## config.mk

```make
export PLATFORM = sky130hd
export DESIGN_NAME = alu_dispatch
export DESIGN_NICKNAME = d
export VERILOG_FILES = /design/src/rtl/alu_pkg.sv /design/src/rtl/alu_cmd_fifo.sv /design/src/rtl/alu_dispatch.sv
export SDC_FILE = /design/constraint.sdc
export NUM_CORES = 1
export LEC_CHECK = 0
export BUFFER_PORTS_ARGS = -buffer_cell sky130_fd_sc_hd__buf_2
export CAP_MARGIN = 5
export CORE_MARGIN = 1.5
export CORE_UTILIZATION = 25
export CTS_CLUSTER_DIAMETER = 40
export CTS_CLUSTER_SIZE = 25
export DETAILED_ROUTE_END_ITERATION = 10
export HOLD_SLACK_MARGIN = 0.12
export PLACE_DENSITY = 0.46
export SLEW_MARGIN = 20
export SYNTH_ARGS = -nofsm -noshare
export SYNTH_HDL_FRONTEND = slang
export SYNTH_SLANG_ARGS = --single-unit
```

## constraint.sdc

```tcl
create_clock -name clk -period 2.6 [get_ports clk]
set_clock_uncertainty 0.05 [all_clocks]
set_input_delay 0.39 -clock clk [delete_from_list [all_inputs] [get_ports clk]]
set_output_delay 0.39 -clock clk [all_outputs]
set_load 0.005 [all_outputs]
```

## src/rtl/alu_pkg.sv

```systemverilog
// Shared opcode map, command layout and dispatcher state encoding for the 16-bit multi-cycle ALU.
package alu_pkg;

  localparam int DATA_W = 16;
  localparam int OP_W   = 4;

  localparam logic [OP_W-1:0] OP_ADD  = 4'h0;
  localparam logic [OP_W-1:0] OP_SUB  = 4'h1;
  localparam logic [OP_W-1:0] OP_AND  = 4'h2;
  localparam logic [OP_W-1:0] OP_OR   = 4'h3;
  localparam logic [OP_W-1:0] OP_XOR  = 4'h4;
  localparam logic [OP_W-1:0] OP_NAND = 4'h5;
  localparam logic [OP_W-1:0] OP_NOR  = 4'h6;
  localparam logic [OP_W-1:0] OP_XNOR = 4'h7;
  localparam logic [OP_W-1:0] OP_MUL  = 4'h8;
  localparam logic [OP_W-1:0] OP_DIV  = 4'h9;

  // ALU execution lengths for the multi-cycle ops
  localparam int MUL_CYC = 5;
  localparam int DIV_CYC = 9;

  typedef struct packed {
    logic [OP_W-1:0]   op;
    logic [DATA_W-1:0] a;
    logic [DATA_W-1:0] b;
  } alu_req_t;

  typedef enum logic [2:0] {
    ST_IDLE,
    ST_ISSUE,
    ST_CAPTURE,
    ST_WAIT_BUSY,
    ST_RESP
  } disp_state_t;

  function automatic logic is_legal(input logic [OP_W-1:0] op);
    return (op <= OP_DIV);
  endfunction

  function automatic logic is_multi(input logic [OP_W-1:0] op);
    return (op == OP_MUL) || (op == OP_DIV);
  endfunction

endpackage

```

## src/rtl/alu_cmd_fifo.sv

```systemverilog
// Command FIFO: registered full, count-based empty, no fall-through (read data comes from storage only).
module alu_cmd_fifo #(
  parameter int DEPTH = 4,
  parameter int WIDTH = 40
) (
  input  logic                     clk,
  input  logic                     rst_n,
  input  logic                     push,
  input  logic [WIDTH-1:0]         push_data,
  input  logic                     pop,
  output logic [WIDTH-1:0]         pop_data,
  output logic                     full,
  output logic                     empty,
  output logic [$clog2(DEPTH):0]   count
);

  localparam int PW = $clog2(DEPTH);
  localparam int CW = PW + 1;

  logic [WIDTH-1:0] mem [DEPTH];
  logic [PW-1:0]    wr_ptr;
  logic [PW-1:0]    rd_ptr;
  logic             push_ok;
  logic             pop_ok;
  logic [CW-1:0]    cnt_next;

  // A push while full is dropped even if a pop frees a slot in the same cycle
  assign push_ok  = push && !full;
  assign pop_ok   = pop && !empty;
  assign empty    = (count == '0);
  assign pop_data = mem[rd_ptr];

  always_comb begin
    cnt_next = count;
    if (push_ok && !pop_ok)
      cnt_next = count + CW'(1);
    else if (pop_ok && !push_ok)
      cnt_next = count - CW'(1);
  end

  always_ff @(posedge clk or negedge rst_n) begin
    if (!rst_n) begin
      wr_ptr <= '0;
      rd_ptr <= '0;
      count  <= '0;
      full   <= 1'b0;
    end else begin
      if (push_ok) wr_ptr <= wr_ptr + PW'(1);
      if (pop_ok)  rd_ptr <= rd_ptr + PW'(1);
      count <= cnt_next;
      full  <= (cnt_next == CW'(DEPTH));
    end
  end

  always_ff @(posedge clk) begin
    if (push_ok) mem[wr_ptr] <= push_data;
  end

endmodule

```

## src/rtl/alu_dispatch.sv

```systemverilog
// In-order, single-outstanding command front-end for the multi-cycle ALU: buffers commands,
// holds operands for the whole operation, and returns result+tag over a valid/ready port.
module alu_dispatch
  import alu_pkg::*;
#(
  parameter int DEPTH   = 4,
  parameter int TAG_W   = 4,
  parameter int TIMEOUT = 32
) (
  input  logic                   clk,
  input  logic                   rst_n,
  input  logic                   cmd_valid,
  output logic                   cmd_ready,
  input  logic [3:0]             cmd_op,
  input  logic [15:0]            cmd_a,
  input  logic [15:0]            cmd_b,
  input  logic [TAG_W-1:0]       cmd_tag,
  output logic                   rsp_valid,
  input  logic                   rsp_ready,
  output logic [15:0]            rsp_data,
  output logic [TAG_W-1:0]       rsp_tag,
  output logic                   rsp_err,
  output logic [15:0]            alu_a,
  output logic [15:0]            alu_b,
  output logic [3:0]             alu_opcode,
  output logic                   alu_start,
  input  logic [15:0]            alu_result,
  input  logic                   alu_busy,
  output logic [$clog2(DEPTH):0] fifo_count
);

  localparam int FW   = $bits(alu_req_t) + TAG_W;
  localparam int WD_W = $clog2(TIMEOUT) + 1;

  alu_req_t          push_req;
  alu_req_t          pop_req;
  alu_req_t          hold;
  logic [TAG_W-1:0]  pop_tag;
  logic [FW-1:0]     pop_word;
  logic              fifo_full;
  logic              fifo_empty;
  logic              pop;
  disp_state_t       state;
  logic [WD_W-1:0]   wdog;

  assign push_req  = alu_req_t'{op: cmd_op, a: cmd_a, b: cmd_b};
  assign {pop_req, pop_tag} = pop_word;
  assign cmd_ready = !fifo_full;

  // Never pop while the ALU still reports busy from a previous op
  assign pop = (state == ST_IDLE) && !fifo_empty && !alu_busy;

  // ALU inputs come straight from the holding register, so they cannot move mid-op
  assign alu_a      = hold.a;
  assign alu_b      = hold.b;
  assign alu_opcode = hold.op;

  alu_cmd_fifo #(
    .DEPTH (DEPTH),
    .WIDTH (FW)
  ) u_fifo (
    .clk       (clk),
    .rst_n     (rst_n),
    .push      (cmd_valid),
    .push_data ({push_req, cmd_tag}),
    .pop       (pop),
    .pop_data  (pop_word),
    .full      (fifo_full),
    .empty     (fifo_empty),
    .count     (fifo_count)
  );

  always_ff @(posedge clk or negedge rst_n) begin
    if (!rst_n) begin
      state     <= ST_IDLE;
      hold      <= '0;
      wdog      <= '0;
      alu_start <= 1'b0;
      rsp_valid <= 1'b0;
      rsp_data  <= '0;
      rsp_tag   <= '0;
      rsp_err   <= 1'b0;
    end else begin
      case (state)
        ST_IDLE: begin
          if (pop) begin
            hold    <= pop_req;
            rsp_tag <= pop_tag;
            if (is_legal(pop_req.op)) begin
              alu_start <= 1'b1;
              state     <= ST_ISSUE;
            end else begin
              rsp_data  <= '0;
              rsp_err   <= 1'b1;
              rsp_valid <= 1'b1;
              state     <= ST_RESP;
            end
          end
        end
        ST_ISSUE: begin
          alu_start <= 1'b0;
          wdog      <= '0;
          state     <= is_multi(hold.op) ? ST_WAIT_BUSY : ST_CAPTURE;
        end
        ST_CAPTURE: begin
          rsp_data  <= alu_result;
          rsp_err   <= 1'b0;
          rsp_valid <= 1'b1;
          state     <= ST_RESP;
        end
        ST_WAIT_BUSY: begin
          if (!alu_busy) begin
            rsp_data  <= alu_result;
            rsp_err   <= 1'b0;
            rsp_valid <= 1'b1;
            state     <= ST_RESP;
          end else if (wdog == WD_W'(TIMEOUT - 1)) begin
            // ALU hung: abort with an error rather than stall the queue forever
            rsp_data  <= '0;
            rsp_err   <= 1'b1;
            rsp_valid <= 1'b1;
            state     <= ST_RESP;
          end else begin
            wdog <= wdog + WD_W'(1);
          end
        end
        ST_RESP: begin
          if (rsp_ready) begin
            rsp_valid <= 1'b0;
            state     <= ST_IDLE;
          end
        end
        default: state <= ST_IDLE;
      endcase
    end
  end

endmodule

```

# After elaboration in Yosys (flattened, before gate mapping)
# Memories as Yosys holds them, arrays and structs flattened.
# Cells that the tools add are included.
[classes]
reduce_logical = 24
n_div = 0
order_cmp = 1
n_shift = 0
muxes = 30
n_addsub = 5
bitwise = 0
n_eq_ne = 15
mul = 0
[op_table]
columns = ["operator", "count"]
rows = [
  ["2-to-1 mux 16 bit", 4],
  ["case mux 16 bit (3 select lines)", 1],
  ["2-to-1 mux 3 bit", 7],
  ["case mux 3 bit (5 select lines)", 1],
  ["2-to-1 mux 6 bit", 2],
  ["case mux 6 bit (2 select lines)", 1],
  ["2-to-1 mux 1 bit", 11],
  ["AND reduction 3 bit", 3],
  ["equality test 4 bit, second input constant", 2],
  ["!= test 2 bit, second input constant", 4],
  ["adder 6 x 1 -> 6 bit, second input constant", 1],
  ["equality test 3 x 2 -> 1 bit, second input constant", 2],
  ["equality test 3 bit, second input constant", 2],
  ["equality test 6 x 5 -> 1 bit, second input constant", 1],
  ["logical AND 1 bit", 6],
  ["logical NOT 3 bit", 2],
  ["logical NOT 1 bit", 5],
  ["AND reduction 5 bit", 1],
  ["adder 2 x 1 -> 2 bit, second input constant", 2],
  ["less-or-equal comparator 4 bit, second input constant", 1],
  ["!= test 2 x 1 -> 1 bit, second input constant", 2],
  ["case mux 1 bit (4 select lines)", 1],
  ["AND reduction 4 bit", 1],
  ["nonzero test 2 bit", 2],
  ["10 further kinds", 10],
]
[totals]
mem_bits_ro = 0
register_bits = 76
latch_bits = 0
out_inout_bits = 63
n_memories = 1
ramBits = 160
[mem_list]
columns = ["name", "words", "width", "rd", "rd_ports_with_merged_regs", "write_ports", "line", "rtl"]
rows = [
  ["u_fifo.mem", 4, 40, 1, 0, 1, "alu_cmd_fifo.sv:20", "logic [WIDTH-1:0] mem [DEPTH];"],
]

# Logic depth before layout (Yosys ltp)
[depth]
ltp_word = 9
depth_mapped = 8

# Modules after synthesis
# From an unflattened synthesis, not the netlist that was laid out.
[hier_totals]
cells_unflattened = 460
area_unflattened_um2 = 9130.0
[by_module_without_submodules]
columns = ["module", "cells_per_inst", "area_each_um2", "seq_area_each_um2", "n_inst"]
rows = [
  ["alu_cmd_fifo", 262, 6327.3, 5004.8, 1],
  ["alu_dispatch", 198, 2802.7, 1701.6, 1],
]

# Least setup slack after synthesis
# Ideal clock, no wire load.
[synth_timing]
path_type = "input -> register"
startpoint = "in cmd_valid"
endpoint = "mem u_fifo.mem[0][0], enable pin"
path_slack_ns = 0.343
path_buffers = 1
path_stages = 3
arrival_time_ns = 1.806
path_cell_list = "nor2b_1 > clkbuf_1 > and2_1"
[synth_between]
elab_chain_len = 3
[synth_rtl]
columns = ["element", "line", "rtl"]
rows = [
  ["from (decl)", "alu_dispatch.sv:12", "input logic cmd_valid,"],
  ["logical AND 1 bit", "alu_cmd_fifo.sv:28", "assign push_ok = push && !full;"],
  ["2-to-1 mux 1 bit", "alu_cmd_fifo.sv:56", "if (push_ok) mem[wr_ptr] <= push_data;"],
  ["2-to-1 mux 1 bit (not written as such)", "alu_cmd_fifo.sv:56", ""],
  ["to (decl)", "alu_cmd_fifo.sv:20", ""],
]
# No other way between the ends.

# Worst setup path after layout
[layout_timing]
startpoint = "reg u_fifo.rd_ptr[0]"
endpoint = "reg state[2]"
[layout_between]
elab_chain_len = 5
[layout_rtl]
columns = ["element", "line", "rtl"]
rows = [
  ["from (decl)", "alu_cmd_fifo.sv:22", "logic [PW-1:0] rd_ptr;"],
  ["from (signal assigned)", "alu_cmd_fifo.sv:49", "if (pop_ok) rd_ptr <= rd_ptr + PW'(1);"],
  ["memory read (4 x 40 bit)", "-", ""],
  ["less-or-equal comparator 4 bit", "alu_pkg.sv:37", "return (op <= OP_DIV);"],
  ["2-to-1 mux 3 bit", "alu_dispatch.sv:89", "if (is_legal(pop_req.op)) begin"],
  ["2-to-1 mux 3 bit", "alu_dispatch.sv:86", "if (pop) begin"],
  ["case mux 3 bit (5 select lines)", "alu_dispatch.sv:84", "case (state)"],
  ["to (signal assigned)", "alu_dispatch.sv:103", "state <= is_multi(hold.op) ? ST_WAIT_BUSY : ST_CAPTURE;"],
  ["to (decl)", "alu_dispatch.sv:43", "disp_state_t state;"],
]
# No other way between the ends. The select of a mux whose other input is x is not followed.
# A chain may end at the register's enable or synchronous reset.

==> qor.yml <==
status:
  status: "finished, final reports clean"
die:
  die_h_um: 192
  io_pins: 124
  rows: 69
  dieArea_sq_um: 37000
  fp.coreArea_sq_um: 35400
  die_x_um: 192
  start_util: 0.253
place:
  gp_congestion: 0.783
  hpwl_um: 12200
  port_buffers: 123
  dpl_cell_area_sq_um: 10200
synthesis:
  synthAdderAreaFrac: 0.0134
  synth-seq-area-share: 0.748
  async_flop_share: 0.322
  synth_xor_area_frac: 0.00782
  netlist_area_sq_um: 8960
  synth_cell_types: 43
  synthMuxAreaShare: 0.153
  ys_seq_elements: 236
  synth_compound_area_frac: 0.0342
  synth_edf_count: 160
  yosys_most_used_dff: "edfxtp_1"
  yosys_warnings: 0
  synth_simple_gate_area_frac: 0.0282
  synthCells: 443
  synth_top_family_by_area: "multiplexers"
  synth.avg_cell_area_sq_um: 20.2
  syn_nets: 512
route:
  drtIter0Drc: 184
  wl_per_cell_um: 17.4
  num_vias: 4887
  finalWirelength_um: 20100
  ant_nets: 0
  drt-pass1-iter-count: 4
  vias_per_cell: 4.22
  drc: 0
worst_hold_path:
  holdCritPathClass: "in -> reg"
  min-delay-start: "alu_busy"
  hold_depth: 4
  min_to: "rsp_valid"
global_routing:
  antenna_found_initial: 1
  track_usage: 0.112
  grt_max_degree: 33
  grt_pass1_vias: 5341
  overflow: 0
  grt_pass1_wl_um: 31100
timing:
  worst_slew_pin_slew_ps: 642
  drv_slew: 0
  fmax_mhz: 498
  rsz0062_at_grt: "false"
  slew_headroom: 0.571
  setup_tns_ps: 0
  finalCriticalPeriod_ps: 2010
  fin_crit_sh: 0.772
  setup_viol: 0
  finalHoldViolCount: 0
finish:
  n_fill_cell: 3425
  fin_nets: 734
  seq_area_sq_um: 6710
  area_growth_syn_to_layout_pct: 35.3
  drive_gt1_frac: 0.434
  fin_util: 0.343
  antennaDiodeCount: 0
  fin_area_sq_um: 12100
  multi_input_comb_area_sq_um: 2130
clocking:
  clockBufferDepth: 3
  tritoncts: "done"
  clkTransAtPathRegs_ps: 50
  clock_sinks: 236
  root_buffer: "clkbuf_16"
  htreeDepth: 2
  cts_buffers: 39
  cts_resized: 0
  clkLatencyLatePin_ps: 520
pwr:
  p_leak_nw: 4.61
  vdd_drop_max_v: 0.000624
  p_per_area_nw_per_um2: 1170
run:
  drv_cap: 0
setup_path:
  start_kind: "flip-flop"
  critPathMaxFanout: 18
  required_ps: 2940
  worstSetupPathType: "reg -> reg"
  reg2reg_depth: 5
  r2r-start: "u_fifo.rd_ptr[0]"
  r2r_slack_ps: 590
  timing.rr.end: "state[2]"
  endpoint_kind: "flip-flop"
  cp.arrival_ps: 2340
cells in the final DEF (no fill, tap or decap), types with 2 or more instances in the layout:
| cell | synthesis | layout |
|---|---|---|
| a21oi_1 | 3 | 3 |
| a22o_1 | 16 | 16 |
| and2_2 | 0 | 4 |
| buf_12 | 0 | 2 |
| buf_2 | 8 | 122 |
| buf_4 | 2 | 16 |
| bufinv_16 | 0 | 4 |
| clkbuf_1 | 5 | 5 |
| clkbuf_16 | 0 | 40 |
| clkbuf_8 | 0 | 2 |
| clkinv_1 | 0 | 2 |
| clkinv_2 | 0 | 6 |
| clkinv_4 | 0 | 4 |
| clkinvlp_4 | 0 | 5 |
| dfrtp_1 | 76 | 74 |
| dlygate4sd3_1 | 0 | 58 |
| edfxtp_1 | 160 | 160 |
| ha_1 | 8 | 8 |
| inv_1 | 10 | 10 |
| inv_6 | 0 | 3 |
| maj3_1 | 2 | 2 |
| mux2_2 | 40 | 40 |
| mux2i_1 | 2 | 2 |
| mux4_2 | 40 | 40 |
| nand2_1 | 12 | 12 |
| nand2_2 | 2 | 2 |
| nand2b_1 | 5 | 5 |
| nand3_1 | 2 | 2 |
| nor2_1 | 6 | 6 |
| nor3_1 | 2 | 2 |
| o21ai_0 | 8 | 8 |
| xnor2_1 | 7 | 7 |
cells by family (layout without fill, tap and decap cells):
kind of cell,Yosys count,in the layout
DFF,236,236
and+or+nand+nor,44,44
buffers and inverters,27,280
adders and majority gates,10,10
muxes,82,82
AOI/OAI and AO/OA,36,36
xor gates and xnor gates,8,8
worst max-delay path, stage by stage, from the launching register on:
cell     delay, ps
dfrtp_4        560
mux4_2         560
o21ai_2        260
nand2_2        120
nand2_4        190
o21ai_0        130
stage by stage:
stage / setup slack [ps] / hold WS [ps] / instances / power (mW)
floorplan: 343 / 44.4 / 443 / 7.83
global placement: 639 / 348 / 1027 / 9.15
detailed placement: 585 / 356 / 1027 / 9.27
CTS: 573 / 258 / 1157 / 14.5
global route: 454 / 327 / 1157 / 15.0
finish: 594 / 288 / 1157 / 14.2
how the worst max path moves through the flow:
| stage | depth (start not counted) | to | start | slack (ps) |
|---|---|---|---|---|
| floorplan | 3 | u_fifo.mem[0][0] | cmd_valid | 340 |
| finish | 5 | state[2] | u_fifo.rd_ptr[0] | 590 |
| global placement | 3 | rsp_tag[3] | u_fifo.rd_ptr[0] | 640 |
| CTS | 5 | state[2] | u_fifo.rd_ptr[0] | 570 |
| global route | 5 | state[2] | u_fifo.rd_ptr[0] | 450 |
| detailed placement | 6 | alu_opcode[0] | u_fifo.count[0] | 580 |
Yosys cell counts (2+ instances only):
library cell	instances	share of area
buf_4	2	0.0017
inv_1	10	0.0042
mux2i_1	2	0.0022
clkbuf_1	5	0.0021
xnor2_1	7	0.0068
a22o_1	16	0.016
maj3_1	2	0.0022
nor3_1	2	0.0011
nor2_1	6	0.0025
edfxtp_1	160	0.54
and2_1	5	0.0035
nand2_1	12	0.0050
a21oi_1	3	0.0017
o21ai_0	8	0.0045
mux2_2	40	0.050
nand2_2	2	0.0014
buf_6	2	0.0025
buf_2	8	0.0045
nand2b_1	5	0.0035
nand3_1	2	0.0011
dfrtp_1	76	0.21
ha_1	8	0.011
mux4_2	40	0.10
what timing repair did:
action                                 CTS  global route
hold buffers                            58             0
endpoints found under the hold margin  202             0
setup buffers                            0             0
report_power, final:
| part | total, mW | leakage, nW | switching (mW) | internal [mW] |
|---|---|---|---|---|
| clock network | 5.09 | 0.634 | 1.79 | 3.29 |
| logic | 3.53 | 1.58 | 1.68 | 1.85 |
| registers | 5.59 | 2.40 | 0.515 | 5.08 |
layer usage:
layer  routed length, um  part of all wire  vias up  GRT usage
li1                    -                 -     2212          -
met1                8970              0.45     2498      0.144
met2                9540              0.47      132      0.182
met3                1110             0.055       43     0.0286
met4                 487             0.024        2     0.0403
met5                  12           0.00060        -          0
area by class of cell:
cell class              instances  area share
flip-flops and latches        236       0.554
multi-input cells             180       0.175
repair buffers                198       0.111
clock buffers                  47      0.0864
well taps                     461      0.0476
clock inverters                25      0.0225
inverters                      10     0.00310
flip-flops by register name, indices dropped and copies added (netlist names):
register / flops
u_fifo.full: 1
u_fifo.wr_ptr: 2
rsp_valid: 1
u_fifo.count: 3
rsp_data: 16
state: 3
alu_b: 16
rsp_err: 1
alu_a: 16
u_fifo.mem: 160
alu_start: 1
rsp_tag: 4
wdog: 6
alu_opcode: 4
u_fifo.rd_ptr: 2
Power figures use the tool's default switching activity.
